File: config.mk
export PLATFORM = sky130hd
export DESIGN_NAME = mat_vec_seq_flat
export DESIGN_NICKNAME = d
export VERILOG_FILES = /design/src/rtl/mat_vec_pkg.sv /design/src/rtl/mat_vec_seq_if.sv /design/src/rtl/mat_vec_addr_gen.sv /design/src/rtl/mat_vec_seq.sv /design/src/flat_wrapper.sv
export SDC_FILE = /design/constraint.sdc
export NUM_CORES = 1
export LEC_CHECK = 0
export ABC_AREA = 1
export BUFFER_PORTS_ARGS = -buffer_cell sky130_fd_sc_hd__buf_2
export CAP_MARGIN = 20
export CORE_AREA = 4 4 298 300
export CTS_BUF_LIST = sky130_fd_sc_hd__clkbuf_16
export DETAILED_ROUTE_END_ITERATION = 12
export DIE_AREA = 0 0 302 304
export PLACE_DENSITY_LB_ADDON = 0.05
export SLEW_MARGIN = 20
export SYNTH_ARGS = -nofsm -noshare
export SYNTH_HDL_FRONTEND = slang
export SYNTH_SLANG_ARGS = --single-unit
File: constraint.sdc
create_clock -name clk -period 7.7 [get_ports clk]
set_input_delay 0.77 -clock clk [delete_from_list [all_inputs] [get_ports clk]]
set_output_delay 0.77 -clock clk [all_outputs]
set_load 0.02 [all_outputs]
File: src/rtl/mat_vec_pkg.sv
// mat_vec_pkg: opcodes, FSM states and field widths shared by the mat_vec_seq blocks
package mat_vec_pkg;
    localparam int OP_W = 4;
    localparam int ARG_W = 12;
    localparam int SIZE_W = 8;
    localparam int CNT_W = 16;
    localparam logic [OP_W-1:0] OP_SET_ROWS = 4'd1;
    localparam logic [OP_W-1:0] OP_SET_COLS = 4'd2;
    localparam logic [OP_W-1:0] OP_START = 4'd3;
    localparam logic [OP_W-1:0] OP_WRITE_VEC = 4'd4;
    localparam logic [OP_W-1:0] OP_WRITE_MAT = 4'd5;
    localparam logic [OP_W-1:0] OP_READ_RESULT = 4'd6;
    typedef enum logic [2:0] {
        S_IDLE,
        S_LOAD_VEC,
        S_LOAD_MAT,
        S_FETCH,
        S_CAL,
        S_DRAIN,
        S_READ
    } state_t;
endpackage

File: src/rtl/mat_vec_seq_if.sv
// mat_vec_seq_if: command/response handshake bus between a host and mat_vec_seq
interface mat_vec_seq_if #(parameter int WORD_SIZE = 16);
    logic cmd_valid;
    logic cmd_ready;
    logic [WORD_SIZE-1:0] cmd_data;
    logic rsp_valid;
    logic rsp_ready;
    logic [WORD_SIZE-1:0] rsp_data;
    logic err;
    modport master (output cmd_valid, cmd_data, rsp_ready, input cmd_ready, rsp_valid, rsp_data, err);
    modport slave (input cmd_valid, cmd_data, rsp_ready, output cmd_ready, rsp_valid, rsp_data, err);
endinterface

File: src/rtl/mat_vec_addr_gen.sv
// mat_vec_addr_gen: per-PE matrix row addresses for fetch step k, unused columns read the zero word
module mat_vec_addr_gen
    import mat_vec_pkg::*;
#(
    parameter int ADDR_SIZE = 10,
    parameter int PE_NUMBER = 64,
    parameter logic [ADDR_SIZE-1:0] MEM_HEAD_ADDR = 'h00f,
    parameter logic [ADDR_SIZE-1:0] ZERO_POINT_ADDR = '1
) (
    input logic [CNT_W-1:0] k,
    input logic [SIZE_W-1:0] rows,
    input logic [SIZE_W-1:0] cols,
    input logic fetch,
    output logic [PE_NUMBER*ADDR_SIZE-1:0] pe_addr
);
    logic [ADDR_SIZE-1:0] row_base;
    assign row_base = MEM_HEAD_ADDR + ADDR_SIZE'(rows) + ADDR_SIZE'(k) * ADDR_SIZE'(cols);
    genvar i;
    generate
        for (i = 0; i < PE_NUMBER; i++) begin : g_pe
            assign pe_addr[i*ADDR_SIZE +: ADDR_SIZE] =
                (fetch && (i < int'(cols))) ? row_base + ADDR_SIZE'(i) : ZERO_POINT_ADDR;
        end
    endgenerate
endmodule

File: src/rtl/mat_vec_seq.sv
// mat_vec_seq: command-driven sequencer loading a vector/matrix, running the PE array and returning results
module mat_vec_seq
    import mat_vec_pkg::*;
#(
    parameter int ADDR_SIZE = 10,
    parameter int WORD_SIZE = 16,
    parameter int PE_NUMBER = 64,
    parameter logic [ADDR_SIZE-1:0] MEM_HEAD_ADDR = 'h00f,
    parameter logic [ADDR_SIZE-1:0] ZERO_POINT_ADDR = '1
) (
    input logic clk,
    input logic rst,
    mat_vec_seq_if.slave bus,
    output logic mem_w_en,
    output logic [ADDR_SIZE-1:0] mem_w_addr,
    output logic [WORD_SIZE-1:0] mem_w_data,
    output logic [ADDR_SIZE-1:0] mem_r_addr,
    input logic [WORD_SIZE-1:0] mem_r_data,
    output logic [ADDR_SIZE-1:0] vec_addr,
    output logic [PE_NUMBER*ADDR_SIZE-1:0] pe_addr,
    output logic array_clear,
    output logic array_read,
    input logic [WORD_SIZE-1:0] array_res,
    output logic busy
);
    state_t state;
    logic [SIZE_W-1:0] rows, cols;
    logic [CNT_W-1:0] cnt, cnt_nx, n_rows, n_cols;
    logic pend, rsp_valid_q, err_q, clear_q, last, fire, sizes_ok, arg_ok;
    logic [ADDR_SIZE-1:0] r_addr, cnt_a, mat_base, res_base;
    logic [OP_W-1:0] op;
    logic [SIZE_W-1:0] arg;

    assign op = bus.cmd_data[ARG_W +: OP_W];
    assign arg = bus.cmd_data[SIZE_W-1:0];
    assign fire = bus.cmd_valid && bus.cmd_ready;
    assign sizes_ok = (rows != '0) && (cols != '0);
    assign arg_ok = (arg != '0) && (arg <= SIZE_W'(PE_NUMBER));
    assign n_rows = CNT_W'(rows);
    assign n_cols = CNT_W'(cols);
    assign cnt_nx = cnt + CNT_W'(1);
    assign cnt_a = ADDR_SIZE'(cnt);
    assign mat_base = MEM_HEAD_ADDR + ADDR_SIZE'(rows);
    assign res_base = mat_base + ADDR_SIZE'(rows) * ADDR_SIZE'(cols);
    assign last = (state == S_LOAD_VEC || state == S_FETCH) ? cnt == n_rows - CNT_W'(1) :
                  (state == S_LOAD_MAT) ? cnt == n_rows * n_cols - CNT_W'(1) :
                  (state == S_CAL) ? cnt == n_rows + n_cols - CNT_W'(2) :
                  cnt == n_cols - CNT_W'(1);

    assign bus.cmd_ready = (state == S_IDLE) || (state == S_LOAD_VEC) || (state == S_LOAD_MAT);
    assign bus.rsp_valid = rsp_valid_q;
    assign bus.rsp_data = mem_r_data;
    assign bus.err = err_q;
    assign busy = state != S_IDLE;
    assign array_clear = clear_q;
    assign array_read = !rst && state == S_DRAIN;
    assign mem_w_en = !rst && ((fire && (state == S_LOAD_VEC || state == S_LOAD_MAT)) || state == S_DRAIN);
    assign mem_w_addr = (state == S_LOAD_VEC) ? MEM_HEAD_ADDR + cnt_a :
                        (state == S_LOAD_MAT) ? mat_base + cnt_a :
                        (state == S_DRAIN) ? res_base + cnt_a : ZERO_POINT_ADDR;
    assign mem_w_data = (state == S_DRAIN) ? array_res : bus.cmd_data;
    assign mem_r_addr = r_addr;
    assign vec_addr = (state == S_FETCH) ? MEM_HEAD_ADDR + cnt_a : ZERO_POINT_ADDR;

    mat_vec_addr_gen #(
        .ADDR_SIZE(ADDR_SIZE),
        .PE_NUMBER(PE_NUMBER),
        .MEM_HEAD_ADDR(MEM_HEAD_ADDR),
        .ZERO_POINT_ADDR(ZERO_POINT_ADDR)
    ) u_addr_gen (
        .k(cnt),
        .rows(rows),
        .cols(cols),
        .fetch(state == S_FETCH),
        .pe_addr(pe_addr)
    );

    // Sequencer FSM: command decode, per-phase step counter, result read-out handshake
    always_ff @(posedge clk) begin
        if (rst) begin
            state <= S_IDLE;
            rows <= '0;
            cols <= '0;
            cnt <= '0;
            pend <= 1'b0;
            rsp_valid_q <= 1'b0;
            err_q <= 1'b0;
            clear_q <= 1'b0;
            r_addr <= ZERO_POINT_ADDR;
        end else begin
            err_q <= 1'b0;
            clear_q <= 1'b0;
            case (state)
                S_IDLE: if (fire) begin
                    cnt <= '0;
                    case (op)
                        OP_SET_ROWS: if (arg_ok) rows <= arg; else err_q <= 1'b1;
                        OP_SET_COLS: if (arg_ok) cols <= arg; else err_q <= 1'b1;
                        OP_START: if (sizes_ok) begin
                            state <= S_FETCH;
                            clear_q <= 1'b1;
                        end else err_q <= 1'b1;
                        OP_WRITE_VEC: if (rows != '0) state <= S_LOAD_VEC; else err_q <= 1'b1;
                        OP_WRITE_MAT: if (sizes_ok) state <= S_LOAD_MAT; else err_q <= 1'b1;
                        OP_READ_RESULT: if (sizes_ok) begin
                            state <= S_READ;
                            r_addr <= res_base;
                            pend <= 1'b1;
                        end else err_q <= 1'b1;
                        default: err_q <= 1'b1;
                    endcase
                end
                S_LOAD_VEC, S_LOAD_MAT: if (fire) begin
                    cnt <= last ? '0 : cnt_nx;
                    if (last) state <= S_IDLE;
                end
                S_FETCH, S_CAL, S_DRAIN: begin
                    cnt <= last ? '0 : cnt_nx;
                    if (last) state <= (state == S_FETCH) ? S_CAL : (state == S_CAL) ? S_DRAIN : S_IDLE;
                end
                S_READ: if (pend) begin
                    pend <= 1'b0;
                    rsp_valid_q <= 1'b1;
                end else if (rsp_valid_q && bus.rsp_ready) begin
                    rsp_valid_q <= 1'b0;
                    cnt <= last ? '0 : cnt_nx;
                    r_addr <= last ? ZERO_POINT_ADDR : r_addr + ADDR_SIZE'(1);
                    pend <= !last;
                    if (last) state <= S_IDLE;
                end
                default: state <= S_IDLE;
            endcase
        end
    end
endmodule

File: src/flat_wrapper.sv
// flat-port wrapper written by rule: the top's interface ports become plain ports
module mat_vec_seq_flat import mat_vec_pkg::*;
#(
    parameter int ADDR_SIZE = 10,
    parameter int WORD_SIZE = 16,
    parameter int PE_NUMBER = 64,
    parameter logic [ADDR_SIZE-1:0] MEM_HEAD_ADDR = 'h00f,
    parameter logic [ADDR_SIZE-1:0] ZERO_POINT_ADDR = '1
)
  (clk, rst, mem_w_en, mem_w_addr, mem_w_data, mem_r_addr, mem_r_data, vec_addr, pe_addr, array_clear, array_read, array_res, busy, bus_cmd_valid, bus_cmd_data, bus_rsp_ready, bus_cmd_ready, bus_rsp_valid, bus_rsp_data, bus_err);
  mat_vec_seq_if #(.WORD_SIZE(WORD_SIZE)) bus_i ();
  input logic clk;
  input logic rst;
  output logic mem_w_en;
  output logic [ADDR_SIZE-1:0] mem_w_addr;
  output logic [WORD_SIZE-1:0] mem_w_data;
  output logic [ADDR_SIZE-1:0] mem_r_addr;
  input logic [WORD_SIZE-1:0] mem_r_data;
  output logic [ADDR_SIZE-1:0] vec_addr;
  output logic [PE_NUMBER*ADDR_SIZE-1:0] pe_addr;
  output logic array_clear;
  output logic array_read;
  input logic [WORD_SIZE-1:0] array_res;
  output logic busy;
  input wire logic [$bits(bus_i.cmd_valid)-1:0] bus_cmd_valid;
  input wire logic [$bits(bus_i.cmd_data)-1:0] bus_cmd_data;
  input wire logic [$bits(bus_i.rsp_ready)-1:0] bus_rsp_ready;
  output wire logic [$bits(bus_i.cmd_ready)-1:0] bus_cmd_ready;
  output wire logic [$bits(bus_i.rsp_valid)-1:0] bus_rsp_valid;
  output wire logic [$bits(bus_i.rsp_data)-1:0] bus_rsp_data;
  output wire logic [$bits(bus_i.err)-1:0] bus_err;
  assign bus_i.cmd_valid = bus_cmd_valid;
  assign bus_i.cmd_data = bus_cmd_data;
  assign bus_i.rsp_ready = bus_rsp_ready;
  assign bus_cmd_ready = bus_i.cmd_ready;
  assign bus_rsp_valid = bus_i.rsp_valid;
  assign bus_rsp_data = bus_i.rsp_data;
  assign bus_err = bus_i.err;
  mat_vec_seq #(.ADDR_SIZE(ADDR_SIZE), .WORD_SIZE(WORD_SIZE), .PE_NUMBER(PE_NUMBER), .MEM_HEAD_ADDR(MEM_HEAD_ADDR), .ZERO_POINT_ADDR(ZERO_POINT_ADDR)) u_core (.clk(clk), .rst(rst), .bus(bus_i), .mem_w_en(mem_w_en), .mem_w_addr(mem_w_addr), .mem_w_data(mem_w_data), .mem_r_addr(mem_r_addr), .mem_r_data(mem_r_data), .vec_addr(vec_addr), .pe_addr(pe_addr), .array_clear(array_clear), .array_read(array_read), .array_res(array_res), .busy(busy));
endmodule
After elaboration in Yosys (flattened, before gate mapping)

Cells that the tools add are included.

Flip-flop bits (word level): 49
Input port bits: 52
Output and inout port bits: 709
Logic and storage cells: 395

$add $sub $neg: 76
Multipliers: 3
Magnitude comparators: 65
Eq/ne operators: 28
Mux-type cells: 112
Bitwise operators: 3
Reductions and logical operators: 99

Operators with widths:

| operator              | count |
|---|---|
| $mux 10               | 74 |
| $add 10x6->10 const B | 32 |
| $lt 6x8->1 const A    | 32 |
| $add 10x5->10 const B | 16 |
| $lt 5x8->1 const A    | 16 |
| $mux 16               | 6 |
| $add 10x4->10 const B | 8 |
| $logic_and 1x1->1     | 71 |
| $eq 16x16->1          | 4 |
| $lt 4x8->1 const A    | 8 |
| $pmux 16 s4           | 1 |
| $add 10x10->10        | 4 |
| $add 10x3->10 const B | 4 |
| $mux 3                | 12 |
| $lt 3x8->1 const A    | 4 |
| $pmux 3 s4            | 2 |
| $reduce_bool 8->1     | 3 |
| $add 10x1->10 const B | 2 |
| $add 10x2->10 const B | 2 |
| $pmux 10 s2           | 1 |
| $sub 8x1->9 const B   | 2 |
| $add 16x1->16 const B | 1 |
| $lt 1x8->1 const A    | 2 |
| $lt 2x8->1 const A    | 2 |
| 37 further kinds      | 77 |

Depth between registers and ports, before layout

Gate-level depths: netlist of run 1.

Word-level depth: 10
Mapped depth: 35
Depth with buffers taken out: 32

Modules after synthesis

Synthesis of run 1 repeated with hierarchy kept, for this count alone.

Cells, all modules: 3694
Area, all modules: 20465.9 um^2

Modules (own cells, without submodules):

| module           | instances | cells an instance | area an instance (um^2) | seq. area each (um^2) |
|---|---|---|---|---|
| mat_vec_addr_gen | 1         | 2248              | 11054.4                 | 0.0 |
| mat_vec_seq      | 1         | 1446              | 9411.5                  | 980.9 |

Least setup slack after synthesis of run 1

OpenSTA, ideal clock, no wires.

Path type: register to output
Start: register u_core.rows[1]
End: output pe_addr[19]
Arrival time: 6.557 ns
Required time: 6.930 ns
Path slack: 0.373 ns
Cell stages (with the launch flop): 33
Buffers on the path: 4
Cells stage by stage: dfxtp_1 -> clkbuf_1 -> inv_1 -> ha_1 -> nand2_1 -> nor2_1 -> inv_1 -> nand2_1 -> nor2_1 -> xor2_1 -> inv_1 -> fa_1 -> fa_1 -> fa_1 -> fa_1 -> inv_1 -> ha_1 -> inv_1 -> or2_1 -> nand2_1 -> inv_1 -> clkbuf_1 -> clkbuf_1 -> ha_1 -> clkbuf_1 -> inv_1 -> nor2_1 -> inv_2 -> nor2_1 -> nor2_1 -> o21ai_0 -> inv_1 -> o21ai_0

Cells in the longest elaborated chain, start to end: 4

Ends and longest elaborated chain:

| element                  | line                   | RTL |
|---|---|---|
| start: declaration       | mat_vec_seq.sv:27      | `logic [SIZE_W-1:0] rows, cols;` |
| start signal: assignment | mat_vec_seq.sv:82      | `rows <= '0;` |
| start signal: assignment | mat_vec_seq.sv:97      | `OP_SET_ROWS: if (arg_ok) rows <= arg; else err_q <= 1'b1;` |
| $add 4x8->9              | mat_vec_addr_gen.sv:17 | `assign row_base = MEM_HEAD_ADDR + ADDR_SIZE'(rows) + ADDR_SIZE'(k) * ADDR_SIZE'(cols);` |
| $add 10x10->10           | mat_vec_addr_gen.sv:17 |  |
| $add 10x1->10            | mat_vec_addr_gen.sv:22 | `(fetch && (i < int'(cols))) ? row_base + ADDR_SIZE'(i) : ZERO_POINT_ADDR;` |
| $mux 10                  | mat_vec_addr_gen.sv:22 |  |
| end: declaration         | flat_wrapper.sv:20     | `output logic [PE_NUMBER*ADDR_SIZE-1:0] pe_addr;` |

No other way between the ends.

Worst setup path after layout of run 1

Start: register u_core.rows[0]
End: output pe_addr[18]

The elaborated chain is that of the path after synthesis.

==> summary.md, run 1 <==
| Metric | Value |
|---|---|
| Violation count after the first detailed-routing iteration | 2909 |
| CP max-delay cell | fa_2 |
| Share of the clock period used by the worst path after layout | 96.60% |
| Worst setup EP type | output port |
| Reg clk slew, reported paths | 0.08 ns |
| Final critical path time including I/O delays and setup | 7.438 ns |
| Post-placement worst setup slack | 0.3315 ns |
| Fraction of the yosys area taken by sequential cells | 5.124% |
| Largest fanout on the critical path | 15 |
| TritonCTS clock tree | done |
| Max Slew Vio Count | 0 |
| Most area-hungry cell type in the Yosys netlist | nand2_1 |
| Antenna violations before repair | 12 |
| Layout cells sized above 1 | 25.41% |
| Post-synthesis instance area | 19150 um^2 |
| Worst setup path category | reg2out |
| Skew final | 0.009460 ns |
| Most heavily used metal layer in global routing | met2 |
| Share of async-settable or async-resettable flops after synthesis | 0% |
| Fin util | 29.07% |
| Most frequent cells in the layout | 1048 x nand2_1, 728 x buf_2, 523 x inv_1 |
| Number of nets with antenna violations after detailed routing | 0 |
| Number of distinct library cell variants in the gate-level netlist after synthesis | 50 |
| RSZ-0062 raised after global routing | false |
| Biggest cell delay along the critical path | 0.79 ns |
| Beginning of the worst hold path | u_core.pend |
| Vias per inst | 5.105 |
| VDD IR-drop max | 0.08139 mV |
| Overall Power | 0.001503 W |
| Count of max-cap constraint violations | 0 |
| Via count of the first global-routing pass | 26209 |
| Worst-skew pair later-pin latency | 0.32 ns |
| Chip Width | 302 um |
| Leftover overflow at the end of global routing | 0 |
| Achievable Freq | 0.1344 GHz |
| Layout area overhead | 30.92% |
| Power density normalized to cell area | 59.97 nW/um^2 |
| Required time of the worst setup path | 6.93 ns |
| Layout fillers | 10330 |
| Most used cell, CP | inv_1 |
| Std-Cell Core Area | 86210 um^2 |
| Synth area leaders | nand2_1 21%, fa_1 11%, inv_1 10%, nand3_1 10%, ha_1 9.3% |
| Startpoint kind of the worst setup timing path | flop |
| Setup WS post-layout | 0.2621 ns |
| Vias post-DR | 27135 |
| Placed wire-length estimate | 127500 um |
| H-Tree Depth | 2 |
| Critical Path AT | 6.67 ns |
| Number of buffers and inverters on the critical path | 10 |
| Share of the synthesized area in the top cell type | 20.66% |
| Final-report hold violation count | 0 |
| Leakage | 10.83 nW |
| Final Wtd Congestion | 0.9903 |
| Storage cell area | 982.2 um^2 |
| Run status | complete, no violations |
| Worst r2r src | u_core.cols[4] |
| Most frequent standard cell in the layout excluding fill and tap cells | nand2_1 |
| GR Layer Usage met3 | 8.632% |
| Final net count | 4456 |
| Number of detailed-route iterations in the first pass | 7 |
| Area of the multi-input gates | 15580 um^2 |
| Routed wire length per instance | 29.36 um |
| DRC violation count after routing | 0 |
| Final-report setup violation count | 0 |
| Total clock buffers created by CTS | 5 |
| Overall global routing resource usage | 32.47% |
| IO Pins | 761 |
| Number of enable flip-flop cells after synthesis | 0 |
| Die outline area | 91810 um^2 |
| Count of hold-fix buffers inserted at cts | 0 |
| Syn Nets | 3768 |
| Relative slew margins | 22.12% |
| Post-Synthesis Cells | 3468 |
| Clock Tree Buf Depth | 2 |
| Global-route wire length before repair | 211600 um |
| GRT met2 Usage | 52.58% |
| Number of rows created at floorplan | 108 |
| Worst-margin pin slew | 1.165 ns |
| Wire length after detailed routing | 156000 um |
| Syn Area/Cell | 5.521 um^2 |
| Port Buf Inserts | 728 |
| Synthesis warning total | 0 |
| Y dimension of the die | 304 um |
| Met1 Resource Use GR | 40.73% |
| Summed area of non-filler cells in the final layout | 25070 um^2 |
| Class of the tightest hold or removal check | reg2reg |
| Largest net degree at the start of global routing | 87 |
| Cell Area, Placed | 24810 um^2 |
| Critical path startpoint | u_core.rows[0] |
| Primary flip-flop cell chosen by synthesis mapping | dfxtp_1 |
| Initial standard-cell utilization of the core | 22.21% |
| Clk root buf | clkbuf_16 |
| Fin Setup TNS | 0 ns |
| Number of flip-flops and latches in the synthesized netlist | 49 |
| Delay-heaviest family, CP | adder cells |
| # clock sinks | 49 |
[routing by layer]
metal  up-vias  wire length (um)  share of wire [%]
met2      1458             70620                 45
met3       301             14220                9.1
met5         -                 0                  0
met1     13097             63450                 41
met4         0              7758                5.0
li1      12279                 -                  -
[cell usage after synthesis (all sizes together), types with 3 or more instances]
cell type / n
inv: 536
clkbuf: 136
a21o: 3
o211ai: 28
nand3: 383
a31oi: 4
xnor2: 32
ha: 142
or2: 65
a21oi: 217
xor2: 79
nand4: 11
fa: 106
dfxtp: 49
o221ai: 5
nor2: 219
clkinv: 16
buf: 60
o21bai: 7
a211oi: 15
a21boi: 11
o21a: 8
nand3b: 7
nand2: 1058
o2111ai: 3
nor3: 20
o21ai: 236
[report_power, final]
part           internal, W  total, W  switching [W]
sequential        0.000265  0.000297      0.0000317
combinational     0.000241  0.000933       0.000691
clock             0.000152  0.000273       0.000121
total             0.000659   0.00150       0.000844
[cell families after synthesis]
logic type / count (synthesis) / synth area share [%]
AO/OA/AOI/OAI: 544 / 15.51
XOR/XNOR: 111 / 5.117
adder cells (fa/ha/maj): 248 / 20.36
buffers and inverters: 748 / 15.21
flip-flops: 49 / 5.124
AND/OR/NAND/NOR: 1768 / 38.67
[through the flow]
step                      instances  hold slack, ns
after floorplan                3468          0.4569
after global placement         5302          0.4812
after detailed placement       5304          0.4807
after CTS                      5311          0.4937
after global routing           5311          0.5191
final                          5315          0.4890
[cell type report]
class                           instances  share of cell area [%]
Timing Repair Buffer                  877                   19.17
Inverter                              552                   8.306
Multi-Input combinational cell       2671                   62.16
Sequential cell                        49                   3.919
Clock buffer                            5                  0.4992
Clock inverter                          2                  0.1398
Tap cell                             1155                   5.766
Antenna cell                            4                 0.03993
[what timing repair did]
action,4_1_cts,5_1_grt
gates resized for setup,2,23
setup buffers,0,0
endpoints found under the setup margin,4,104
[state kept, by name (all words and copies together) (netlist names)]
name                  count
u_core.bus.err            1
u_core.cols               8
u_core.cnt               16
u_core.pend               1
u_core.state              3
u_core.rows               8
u_core.mem_r_addr        10
u_core.bus.rsp_valid      1
u_core.array_clear        1
[path summary, 6_finish.rpt]
path,to,slack [ns],depth (start not counted)
worst max-delay path,pe_addr[18],0.26,26
worst min-delay path,u_core.pend,0.49,2
worst max register to register,u_core.cnt[6],1.55,24
worst min register to register,u_core.pend,0.49,2
[worst reg2reg max path, stage by stage (launching register included)]
cell and delay, ns:
dfxtp_1 0.77, ha_1 0.40, inv_1 0.17, fa_1 0.57
fa_1 0.45, fa_1 0.52, fa_1 0.54, inv_1 0.04
ha_1 0.34, a21oi_1 0.19, nor2_1 0.07, nor2_1 0.17
nand3_1 0.16, a21oi_1 0.18, xor2_1 0.16, nand2_1 0.07
nand2_1 0.08, nand2_1 0.07, nand3_1 0.09, nand2_1 0.07
nor2_1 0.14, nand3_1 0.09, buf_4 0.23, a21oi_4 0.39
nor2_1 0.09
Power figures use the tool's default switching activity.
==> run 2: changes to the inputs <==
- ABC_AREA: 1 -> unset
- CORE_AREA: 4 4 298 300 -> 4 4 292 294
- DIE_AREA: 0 0 302 304 -> 0 0 296 298
==> summary.md, run 2 <==
| Metric | Value |
|---|---|
| Std-Cell Core Area | 82890 um^2 |
| Flip-flop count of the largest register after layout | 16 |
| Via count of the first global-routing pass | 24806 |
| Number of rows created at floorplan | 106 |
| Leftover overflow at the end of global routing | 0 |
| Class of the tightest hold or removal check | reg2reg |
| Most area-hungry cell type in the Yosys netlist | nand2_1 |
| Worst setup EP type | output port |
| Syn Area/Cell | 6.442 um^2 |
| Fin util | 31.03% |
| Share of async-settable or async-resettable flops after synthesis | 0% |
| Commonest cells in the synthesized netlist | 724 x nand2_1, 302 x xnor2_1, 232 x inv_1, 206 x a21oi_1, 177 x clkbuf_1 |
| Clock Tree Buf Depth | 2 |
| Area share of fa/ha/maj cells after synthesis | 20.01% |
| Synthesis warning total | 0 |
| Layout cells sized above 1 | 28.38% |
| Die outline area | 88210 um^2 |
| Initial standard-cell utilization of the core | 23.57% |
| Critical path cell sequence | inv_1, ha_1, or3b_1, xnor2_1, buf_4, fa_1, fa_1, inv_1, ha_1, inv_1, fa_1, inv_1, fa_2, inv_2, buf_4, ha_1, a21oi_1, or3_1, nand3_1, buf_2 |
| Total clock buffers created by CTS | 5 |
| Chip Width | 296 um |
| Max Slew Vio Count | 0 |
| Number of distinct library cell variants in the gate-level netlist after synthesis | 80 |
| Post-Synthesis Cells | 3033 |
| # clock sinks | 49 |
| Area share of xor/xnor cells in the synthesized design | 15.54% |
| Biggest cell delay along the critical path | 0.76 ns |
| RSZ-0062 raised after global routing | false |
| Final-report setup violation count | 0 |
| Number of nets with antenna violations after detailed routing | 0 |
| Final Wtd Congestion | 0.9169 |
| Reg clk slew, reported paths | 0.09 ns |
| Primary flip-flop cell chosen by synthesis mapping | dfxtp_1 |
| Violation count after the first detailed-routing iteration | 2215 |
| Startpoint kind of the worst setup timing path | flop |
| Most frequent standard cell in the layout excluding fill and tap cells | buf_2 |
| H-Tree Depth | 2 |
| Fin Setup TNS | 0 ns |
| Routed wire length per instance | 31.54 um |
| Syn Nets | 3333 |
| Global-route wire length before repair | 206700 um |
| Skew final | 0.01017 ns |
| Basic-gate share of the synthesized area counting and, or, nand and nor cells | 31.09% |
| Setup WS post-layout | 0.2968 ns |
| Most frequent cells in the layout | 729 x buf_2, 722 x nand2_1, 294 x xnor2_1 |
| DRC violation count after routing | 0 |
| Final-report hold violation count | 0 |
| Number of enable flip-flop cells after synthesis | 0 |
| Overall global routing resource usage | 33.07% |
| Post-synthesis instance area | 19540 um^2 |
| Number of buffers and inverters on the critical path | 8 |
| Vias post-DR | 25370 |
| CP max-delay cell | ha_1 |
| Register name with the most flops | u_core.cnt |
| Area fraction in compound gates after synthesis | 16.49% |
| Run status | complete, no violations |
| Count of hold-fix buffers inserted at cts | 0 |
| Critical Path AT | 6.63 ns |
| Fraction of the yosys area taken by sequential cells | 5.020% |
| Layout fillers | 9511 |
| Most repeated cell in the gate-level netlist after synthesis | nand2_1 |
| Count of max-cap constraint violations | 0 |
| Worst-skew pair later-pin latency | 0.35 ns |
| Worst setup path category | reg2out |
| Worst-margin pin slew | 1.237 ns |
| Delay-heaviest family, CP | adder cells |
| Leakage | 9.518 nW |
| IO Pins | 761 |
| Achievable Freq | 0.1351 GHz |
| Antenna violations before repair | 13 |
| Required time of the worst setup path | 6.93 ns |
| Number of detailed-route iterations in the first pass | 5 |
| Number of flip-flops and latches in the synthesized netlist | 49 |
| VDD IR-drop max | 0.07612 mV |
| Largest net degree at the start of global routing | 123 |
| Synth area leaders | nand2_1 14%, xnor2_1 14%, fa_1 11%, ha_1 9.1%, a21oi_1 5.3% |
| Most used cell, CP | inv_1 |
| Vias per inst | 5.260 |
| Placed wire-length estimate | 124200 um |
| Power density normalized to cell area | 44.93 nW/um^2 |
| Largest fanout on the critical path | 15 |
| Post-placement worst setup slack | 0.4983 ns |
| Layout area overhead | 31.66% |
| Combinational family with the most area after synthesis | simple AND/OR/NAND/NOR gates |
| Share of the synthesized area in the top cell type | 13.91% |
| TritonCTS clock tree | done |
| Final net count | 4034 |
| Port Buf Inserts | 728 |
| Relative slew margins | 17.55% |
| Mux share of post-synthesis cell area | 2.382% |
| Clk root buf | clkbuf_16 |
| Share of the clock period used by the worst path after layout | 96.14% |
| Final critical path time including I/O delays and setup | 7.403 ns |
| Y dimension of the die | 298 um |
| Wire length after detailed routing | 152100 um |
-- run 2: power breakdown --
| group | total [W] | internal, W | switching, W | leakage (nW) |
|---|---|---|---|---|
| Clock | 0.000276 | 0.000124 | 0.000152 | 0.0680 |
| Combinational | 0.000602 | 0.000198 | 0.000405 | 9.05 |
| Sequential | 0.000277 | 0.000261 | 0.0000167 | 0.396 |
| Total | 0.00116 | 0.000582 | 0.000573 | 9.52 |
-- run 2: per-layer routing --
| metal | track usage (%) | wire [um] | up-vias |
|---|---|---|---|
| met4 | 14.49 | 8096 | 0 |
| met1 | 41.70 | 61960 | 12491 |
| met3 | 7.700 | 12530 | 264 |
| met5 | 0 | 0 | - |
| li1 | - | - | 11326 |
| met2 | 53.74 | 69530 | 1289 |
-- run 2: area by class of cell --
cell class                 instances  area, um^2  share of cell area (%)
antenna                            8       20.02                 0.07782
clock buffer                       5       125.1                  0.4864
clock inverter                     3       26.28                  0.1021
inverter                         235       882.1                   3.429
multi-input combinational       2515       17120                   66.54
sequential                        49       980.9                   3.813
tap                             1080        1351                   5.253
timing repair buffer             928        5221                   20.30
-- run 2: cells by family after synthesis --
kind of cell,count (synthesis)
XOR/XNOR,345
AND/OR/NAND/NOR,1338
AO/OA/AOI/OAI,539
flip-flops,49
multiplexers,44
buffers and inverters,469
adder cells (fa/ha/maj),249
-- run 2: through the flow --
step,power [W],instance area [um^2],std cells,hold slack [ns]
after floorplan,0.0006541,19540,3033,0.4869
after global placement,0.0008808,25440,4801,0.5221
after detailed placement,0.0008792,25490,4803,0.5248
after CTS,0.001163,25650,4811,0.5527
after global routing,0.001213,25700,4815,0.5823
final,0.001156,25720,4823,0.5423
-- run 2: final timing paths --
kind              cells after the start            startpoint                    to  slack [ns]
setup / recovery                     20        u_core.rows[1]          pe_addr[218]        0.30
hold / removal                        2  u_core.bus.rsp_valid  u_core.bus.rsp_valid        0.54
setup reg to reg                     21        u_core.rows[5]       u_core.state[2]        0.55
hold reg to reg                       2  u_core.bus.rsp_valid  u_core.bus.rsp_valid        0.54
-- run 2: worst min-delay path, cell delays in order, from the launching register on --
cell and delay, ns:
dfxtp_1 0.36, a22oi_1 0.08, nor2_1 0.07
-- run 2: what timing repair did --
action | in CTS | in global routing
setup buffers | 0 | 4
setup endpoints to repair | 0 | 89
endpoints found under the hold margin | 0 | 0
resized for setup | 0 | 6
